<file path="config.mk">
export PLATFORM = sky130hd
export DESIGN_NAME = state_disc_mc_flat
export DESIGN_NICKNAME = d
export VERILOG_FILES = /design/src/rtl/state_disc_mc_if.sv /design/src/rtl/state_disc_mc.sv /design/src/flat_wrapper.sv
export SDC_FILE = /design/constraint.sdc
export NUM_CORES = 2
export LEC_CHECK = 0
export CAP_MARGIN = 20
export CORE_AREA = 2 2 580 582
export CTS_BUF_LIST = sky130_fd_sc_hd__clkbuf_2 sky130_fd_sc_hd__clkbuf_4 sky130_fd_sc_hd__clkbuf_8
export DETAILED_ROUTE_END_ITERATION = 8
export DIE_AREA = 0 0 582 584
export GPL_ROUTABILITY_DRIVEN = 0
export GPL_TIMING_DRIVEN = 0
export HOLD_SLACK_MARGIN = 0.12
export SLEW_MARGIN = 25
export SYNTH_ARGS = -nofsm -noshare
export SYNTH_HDL_FRONTEND = slang
export SYNTH_SLANG_ARGS = --single-unit
</file>
<file path="constraint.sdc">
create_clock -name clk -period 74 [get_ports clk]
set_clock_uncertainty 0.15 [all_clocks]
set_input_delay 14.8 -clock clk [delete_from_list [all_inputs] [get_ports clk]]
set_output_delay 14.8 -clock clk [all_outputs]
set_load 0.01 [all_outputs]
</file>
<file path="src/rtl/state_disc_mc_if.sv">
// Bus bundle for the multi-channel state discriminator: per-channel captures and
// config in, tagged results and status out.
interface state_disc_mc_if #(
  parameter int unsigned NCH    = 8,
  parameter int unsigned IN_DW  = 32,
  parameter int unsigned OUT_DW = 18
);
  localparam int unsigned CW = $clog2(NCH);

  logic [NCH-1:0]          start_trigger;
  logic [NCH*2*IN_DW-1:0]  accumulated_data;
  logic [NCH*2*IN_DW-1:0]  norm_min;
  logic [NCH*2*OUT_DW-1:0] weight;
  logic [NCH*OUT_DW-1:0]   bias;
  logic                    idle;
  logic                    done_trigger;
  logic [CW-1:0]           done_chan;
  logic [OUT_DW-1:0]       inference_score;
  logic                    inference_state;
  logic [NCH-1:0]          overrun;

  modport master (
    output start_trigger, accumulated_data, norm_min, weight, bias,
    input  idle, done_trigger, done_chan, inference_score, inference_state, overrun
  );

  modport slave (
    input  start_trigger, accumulated_data, norm_min, weight, bias,
    output idle, done_trigger, done_chan, inference_score, inference_state, overrun
  );
endinterface

</file>
<file path="src/rtl/state_disc_mc.sv">
// Multi-channel I/Q state discriminator: per-channel capture buffers, round-robin
// arbiter, shared normalize -> weight -> threshold pipeline.
module state_disc_mc #(
  parameter int unsigned NCH    = 8,
  parameter int unsigned IN_DW  = 32,
  parameter int unsigned OUT_DW = 18,
  parameter int unsigned SHIFT  = 8
) (
  input  logic           clk,
  input  logic           rst,
  state_disc_mc_if.slave bus
);
  localparam int unsigned CW = $clog2(NCH);
  localparam int unsigned PW = 2 * OUT_DW;
  localparam int unsigned SW = 2 * OUT_DW + 1;

  logic signed [IN_DW-1:0]  acc_i [NCH];
  logic signed [IN_DW-1:0]  acc_q [NCH];
  logic signed [IN_DW-1:0]  min_i [NCH];
  logic signed [IN_DW-1:0]  min_q [NCH];
  logic signed [OUT_DW-1:0] wt_i  [NCH];
  logic signed [OUT_DW-1:0] wt_q  [NCH];
  logic signed [OUT_DW-1:0] bias_c[NCH];

  for (genvar c = 0; c < NCH; c++) begin : g_unpack
    assign acc_i[c]  = bus.accumulated_data[c*2*IN_DW +: IN_DW];
    assign acc_q[c]  = bus.accumulated_data[c*2*IN_DW+IN_DW +: IN_DW];
    assign min_i[c]  = bus.norm_min[c*2*IN_DW +: IN_DW];
    assign min_q[c]  = bus.norm_min[c*2*IN_DW+IN_DW +: IN_DW];
    assign wt_i[c]   = bus.weight[c*2*OUT_DW +: OUT_DW];
    assign wt_q[c]   = bus.weight[c*2*OUT_DW+OUT_DW +: OUT_DW];
    assign bias_c[c] = bus.bias[c*OUT_DW +: OUT_DW];
  end

  logic [NCH-1:0]           pend_q, pend_d, ovr_q, ovr_d;
  logic [CW-1:0]            last_q, last_d;
  logic signed [IN_DW-1:0]  buf_i_q [NCH];
  logic signed [IN_DW-1:0]  buf_i_d [NCH];
  logic signed [IN_DW-1:0]  buf_q_q [NCH];
  logic signed [IN_DW-1:0]  buf_q_d [NCH];
  logic                     s1_v_q, s1_v_d, s2_v_q, s2_v_d, done_q, done_d;
  logic [CW-1:0]            s1_ch_q, s1_ch_d, s2_ch_q, s2_ch_d, done_ch_q, done_ch_d;
  logic signed [OUT_DW-1:0] s1_i_q, s1_i_d, s1_q_q, s1_q_d;
  logic signed [PW-1:0]     s2_pi_q, s2_pi_d, s2_pq_q, s2_pq_d;
  logic signed [OUT_DW-1:0] score_q, score_d;
  logic                     state_q, state_d;

  logic                     gnt_v;
  logic [CW-1:0]            gnt_ch, idx_cw;
  logic signed [IN_DW:0]    diff_i, diff_q;
  logic signed [SW-1:0]     sum, tot;

  // Clamp when the bits above the OUT_DW sign bit are not a pure sign extension.
  function automatic logic signed [OUT_DW-1:0] sat_n(input logic signed [IN_DW:0] v);
    logic [IN_DW-OUT_DW+1:0] top;
    top = v[IN_DW:OUT_DW-1];
    if (&top || ~|top) return v[OUT_DW-1:0];
    else if (v[IN_DW]) return {1'b1, {(OUT_DW-1){1'b0}}};
    else               return {1'b0, {(OUT_DW-1){1'b1}}};
  endfunction

  function automatic logic signed [OUT_DW-1:0] sat_s(input logic signed [SW-1:0] v);
    logic [SW-OUT_DW:0] top;
    top = v[SW-1:OUT_DW-1];
    if (&top || ~|top) return v[OUT_DW-1:0];
    else if (v[SW-1])  return {1'b1, {(OUT_DW-1){1'b0}}};
    else               return {1'b0, {(OUT_DW-1){1'b1}}};
  endfunction

  always_comb begin
    gnt_v  = 1'b0;
    gnt_ch = '0;
    idx_cw = '0;
    for (int k = 1; k <= int'(NCH); k++) begin
      idx_cw = CW'((int'(last_q) + k) % int'(NCH));
      if (!gnt_v && pend_q[idx_cw]) begin
        gnt_v  = 1'b1;
        gnt_ch = idx_cw;
      end
    end
  end

  always_comb begin
    pend_d  = pend_q;
    last_d  = last_q;
    ovr_d   = '0;
    buf_i_d = buf_i_q;
    buf_q_d = buf_q_q;
    if (gnt_v) begin
      pend_d[gnt_ch] = 1'b0;
      last_d         = gnt_ch;
    end
    // A capture always wins over the grant clear; the granted copy already left via buf_*_q.
    for (int c = 0; c < int'(NCH); c++) begin
      if (bus.start_trigger[c]) begin
        ovr_d[c]   = pend_q[c] && !(gnt_v && gnt_ch == CW'(c));
        pend_d[c]  = 1'b1;
        buf_i_d[c] = acc_i[c];
        buf_q_d[c] = acc_q[c];
      end
    end
  end

  always_comb begin
    diff_i  = (IN_DW+1)'(buf_i_q[gnt_ch]) - (IN_DW+1)'(min_i[gnt_ch]);
    diff_q  = (IN_DW+1)'(buf_q_q[gnt_ch]) - (IN_DW+1)'(min_q[gnt_ch]);
    s1_v_d  = gnt_v;
    s1_ch_d = gnt_ch;
    s1_i_d  = sat_n(diff_i >>> SHIFT);
    s1_q_d  = sat_n(diff_q >>> SHIFT);

    s2_v_d  = s1_v_q;
    s2_ch_d = s1_ch_q;
    s2_pi_d = PW'(s1_i_q) * PW'(wt_i[s1_ch_q]);
    s2_pq_d = PW'(s1_q_q) * PW'(wt_q[s1_ch_q]);

    sum       = SW'(s2_pi_q) + SW'(s2_pq_q);
    tot       = (sum >>> (OUT_DW-1)) + SW'(bias_c[s2_ch_q]);
    done_d    = s2_v_q;
    done_ch_d = done_ch_q;
    score_d   = score_q;
    state_d   = state_q;
    if (s2_v_q) begin
      done_ch_d = s2_ch_q;
      score_d   = sat_s(tot);
      state_d   = !score_d[OUT_DW-1] && (score_d != '0);
    end
  end

  always_ff @(posedge clk or posedge rst) begin
    if (rst) begin
      pend_q    <= '0;
      ovr_q     <= '0;
      last_q    <= CW'(NCH - 1);
      for (int c = 0; c < int'(NCH); c++) begin
        buf_i_q[c] <= '0;
        buf_q_q[c] <= '0;
      end
      s1_v_q    <= 1'b0;
      s1_ch_q   <= '0;
      s1_i_q    <= '0;
      s1_q_q    <= '0;
      s2_v_q    <= 1'b0;
      s2_ch_q   <= '0;
      s2_pi_q   <= '0;
      s2_pq_q   <= '0;
      done_q    <= 1'b0;
      done_ch_q <= '0;
      score_q   <= '0;
      state_q   <= 1'b0;
    end else begin
      pend_q    <= pend_d;
      ovr_q     <= ovr_d;
      last_q    <= last_d;
      buf_i_q   <= buf_i_d;
      buf_q_q   <= buf_q_d;
      s1_v_q    <= s1_v_d;
      s1_ch_q   <= s1_ch_d;
      s1_i_q    <= s1_i_d;
      s1_q_q    <= s1_q_d;
      s2_v_q    <= s2_v_d;
      s2_ch_q   <= s2_ch_d;
      s2_pi_q   <= s2_pi_d;
      s2_pq_q   <= s2_pq_d;
      done_q    <= done_d;
      done_ch_q <= done_ch_d;
      score_q   <= score_d;
      state_q   <= state_d;
    end
  end

  assign bus.idle            = ~|pend_q & ~s1_v_q & ~s2_v_q & ~done_q;
  assign bus.done_trigger    = done_q;
  assign bus.done_chan       = done_ch_q;
  assign bus.inference_score = score_q;
  assign bus.inference_state = state_q;
  assign bus.overrun         = ovr_q;
endmodule
</file>
<file path="src/flat_wrapper.sv">
// flat-port wrapper written by rule: the top's interface ports become plain ports
module state_disc_mc_flat 
#(
  parameter int unsigned NCH    = 8,
  parameter int unsigned IN_DW  = 32,
  parameter int unsigned OUT_DW = 18,
  parameter int unsigned SHIFT  = 8
)
  (clk, rst, bus_start_trigger, bus_accumulated_data, bus_norm_min, bus_weight, bus_bias, bus_idle, bus_done_trigger, bus_done_chan, bus_inference_score, bus_inference_state, bus_overrun);
  state_disc_mc_if #(.NCH(NCH), .IN_DW(IN_DW), .OUT_DW(OUT_DW)) bus_i ();
  input  logic clk;
  input  logic rst;
  input wire logic [$bits(bus_i.start_trigger)-1:0] bus_start_trigger;
  input wire logic [$bits(bus_i.accumulated_data)-1:0] bus_accumulated_data;
  input wire logic [$bits(bus_i.norm_min)-1:0] bus_norm_min;
  input wire logic [$bits(bus_i.weight)-1:0] bus_weight;
  input wire logic [$bits(bus_i.bias)-1:0] bus_bias;
  output wire logic [$bits(bus_i.idle)-1:0] bus_idle;
  output wire logic [$bits(bus_i.done_trigger)-1:0] bus_done_trigger;
  output wire logic [$bits(bus_i.done_chan)-1:0] bus_done_chan;
  output wire logic [$bits(bus_i.inference_score)-1:0] bus_inference_score;
  output wire logic [$bits(bus_i.inference_state)-1:0] bus_inference_state;
  output wire logic [$bits(bus_i.overrun)-1:0] bus_overrun;
  assign bus_i.start_trigger = bus_start_trigger;
  assign bus_i.accumulated_data = bus_accumulated_data;
  assign bus_i.norm_min = bus_norm_min;
  assign bus_i.weight = bus_weight;
  assign bus_i.bias = bus_bias;
  assign bus_idle = bus_i.idle;
  assign bus_done_trigger = bus_i.done_trigger;
  assign bus_done_chan = bus_i.done_chan;
  assign bus_inference_score = bus_i.inference_score;
  assign bus_inference_state = bus_i.inference_state;
  assign bus_overrun = bus_i.overrun;
  state_disc_mc #(.NCH(NCH), .IN_DW(IN_DW), .OUT_DW(OUT_DW), .SHIFT(SHIFT)) u_core (.clk(clk), .rst(rst), .bus(bus_i));
endmodule
</file>
==> impl_metrics.csv <==
group,metric,value,unit
final_layout,syn2layout_area_growth,39.1,%
yosys,synth_seq_area_share,26.0,%
setup_path,cpPeakStageDelay,0.63,ns
floorplanning,num_rows,212,
clock_tree,ctsRootBufferMaster,"clkbuf_8",
clock_tree,cts_buffer_depth,4,
floorplanning,die_y,584,um
global_routing,grt_use_total,23.9,%
clock_tree,h-tree-depth,4,
yosys,ys_seq_elements,670,
final_layout,drive_gt1_share,13.4,%
global_routing,grt_max_degree,90,
detailed_routing,finalWirelength,416,mm
yosys,ys.flop_type,"dfrtp_1",
final_layout,final_common_cell,"clkdlybuf4s50_1",
sta,fmax,42.5,MHz
final_layout,regArea,16800,um2
sta,slew_violations,0,
yosys,synth.distinct_cells,84,
detailed_routing,drc,0,
floorplanning,die_width,582,um
yosys,avgSynthCellArea,9.64,um2
final_layout,n_fill_cell,35618,
detailed_routing,drt_iter0_drc,4187,
final_layout,final_cell_mix,"clkdlybuf4s50_1 (1489), nand2_1 (1110), inv_1 (815)",
setup_path,cp_max_fo,10,
status,status,"finished clean",
sta,post-route-period-util,31.8,%
detailed_routing,num_vias,59268,
setup_path,endpoint_kind,"flip-flop",
setup_path,crit_slowest_cell,"mux4_2",
floorplanning,fp.dieArea,340000,um2
setup_path,critPathRequiredTime,74.56,ns
final_layout,multi_input_area,43500,um2
sta,fin_setup_tns,0,ns
floorplanning,start_util,19.4,%
sta,worst-slew-pin-transition,1.26,ns
floorplanning,pin_count,1498,
clock_tree,clock_latency,0.96,ns
sta,worst_hold_slack,0.249,ns
clock_tree,cts_resized,0,
run,max_cap_viol_count,0,
detailed_routing,dr.pass1.iters,6,
clock_tree,tritoncts,"built",
sta,relSlewSlack,15.0,%
yosys,synth_edf_count,0,
place,port_buffers,1489,
floorplanning,core_area,333000,um2
setup_path,critPathKind,"input pin to flip-flop",
sta,final-setup-viol-count,0,
final_layout,final_nets,10804,
setup_path,arrival,24.09,ns
global_routing,antenna_found_initial,261,
setup_path,crit_path_start_kind,"input pin",
clock_tree,numCtsBuffers,140,
clock_tree,hold_buffers,0,
yosys,netlist_instances,6686,
yosys,synth_area,64500,um2
yosys,ys_async_sr_fraction,100,%
detailed_routing,viasPerCell,4.56,
place,hpwl,364,mm
global_routing,grt_pass1_vias,59541,
clock_tree,post_cts_buffers,0,
hold_path,worstHoldPathType,"flip-flop to flip-flop",
yosys,yosysWarnings,0,
sta,rsz0062_at_grt,"false",
sta,min_period,23.53,ns
clock_tree,clk_pin_slew_worst_paths,0.06,ns
yosys,syn_nets,9116,
detailed_routing,antenna_left,0,
global_routing,grt_pass1_wl,542,mm
sta,hold_viol,0,
global_routing,overflow,0,
clock_tree,cts.sinks,670,
detailed_routing,wl_per_cell,32.0,um
Yosys cell counts, types with 32 or more instances:
cell type / count / share of area [%]
a21o_1: 46 / 0.54
a21oi_1: 213 / 1.7
a31oi_1: 42 / 0.41
and2_1: 98 / 0.95
and3_1: 37 / 0.36
buf_1: 42 / 0.24
clkbuf_1: 301 / 1.8
dfrtp_1: 667 / 26
fa_1: 659 / 20
ha_1: 305 / 5.9
inv_1: 816 / 4.7
mux2_2: 551 / 9.6
mux2i_1: 125 / 1.9
mux4_2: 117 / 4.1
nand2_1: 1110 / 6.5
nand2b_1: 82 / 0.80
nand3_1: 364 / 2.8
nor2_1: 129 / 0.75
nor2b_1: 263 / 2.6
nor3_1: 32 / 0.25
o21ai_0: 228 / 1.8
o221ai_1: 49 / 0.67
xnor2_1: 96 / 1.3
xor2_1: 38 / 0.52
area by class of cell:
type / instances / area share, %
Antenna cell: 129 / 0.360
Inverter: 820 / 3.44
Buffer: 351 / 1.61
Timing Repair Buffer: 1546 / 18.0
Clock inverter: 34 / 0.378
Multi-Input combinational cell: 4845 / 48.5
Tap cell: 4387 / 6.12
Sequential cell: 670 / 18.7
Clock buffer: 215 / 2.98
routing by layer:
layer | vias up | track usage, % | part of all wire [%]
met5 | - | 0 | 0.20
met4 | 134 | 15.6 | 7.8
met3 | 979 | 7.70 | 8.7
met2 | 3095 | 39.5 | 47
met1 | 29378 | 26.3 | 37
li1 | 25682 | - | -
worst paths after layout:
check | start | end | slack [ns] | depth (start not counted)
max | bus_weight[109] | u_core.s2_pi_q[35] | 50.47 | 35
min | u_core.s1_v_q | u_core.done_d | 0.25 | 0
max reg2reg | u_core.last_q[0] | u_core.s1_q_q[15] | 62.36 | 37
min reg2reg | u_core.s1_v_q | u_core.done_d | 0.25 | 0
max in group asynchronous | rst | u_core.buf_i_q[220] | 57.11 | 6
min in group asynchronous | rst | u_core.buf_q_q[11] | 14.19 | 2
cell families (layout without fill, tap and decap cells):
group	Yosys count	count (layout)	share of synthesized area [%]
adders and majority gates	964	964	26.4
buffers and inverters	1171	2966	6.87
DFF	670	670	26.0
xor gates and xnor gates	134	134	1.82
AOI/OAI and AO/OA	758	758	7.33
muxes	796	796	15.8
other	0	129	0
and+or+nand+nor	2193	2193	15.9
critical path, delay by kind of cell:
family                   cells  cell delay (ns)
AO/OA/AOI/OAI               14             3.05
adder cells (fa/ha/maj)      8             2.80
buffers and inverters        6             1.22
multiplexers                 2             1.20
AND/OR/NAND/NOR              4             0.84
XOR/XNOR                     1             0.12
sequential cells by signal, summed over array words and instances (netlist names), 3 cells and up:
name                        count
u_core.bus.overrun              8
u_core.s1_i_q                  18
u_core.s2_pq_q                 36
u_core.buf_i_q                256
u_core.bus.inference_score     18
u_core.s1_q_q                  18
u_core.s2_ch_q                  3
u_core.buf_q_q                256
u_core.pend_q                   8
u_core.bus.done_chan            3
u_core.last_q                   3
u_core.s2_pi_q                 36
u_core.s1_ch_q                  3
through the flow:
stage | setup slack (ns) | area (um2) | cells | util, %
2_1_floorplan | 40.28 | 64500 | 6686 | -
3_3_place_gp | 29.85 | 84900 | 12562 | 25.5
5_1_grt | 49.91 | 89600 | 12953 | 26.9
3_5_place_dp | 49.66 | 86400 | 12619 | 25.9
4_1_cts | 50.57 | 89400 | 12868 | 26.8
6_report | 50.47 | 89700 | 12997 | 26.9
Power is not shown: default switching activity piles up to over one toggle a cycle in this logic, so the estimate is an artifact.
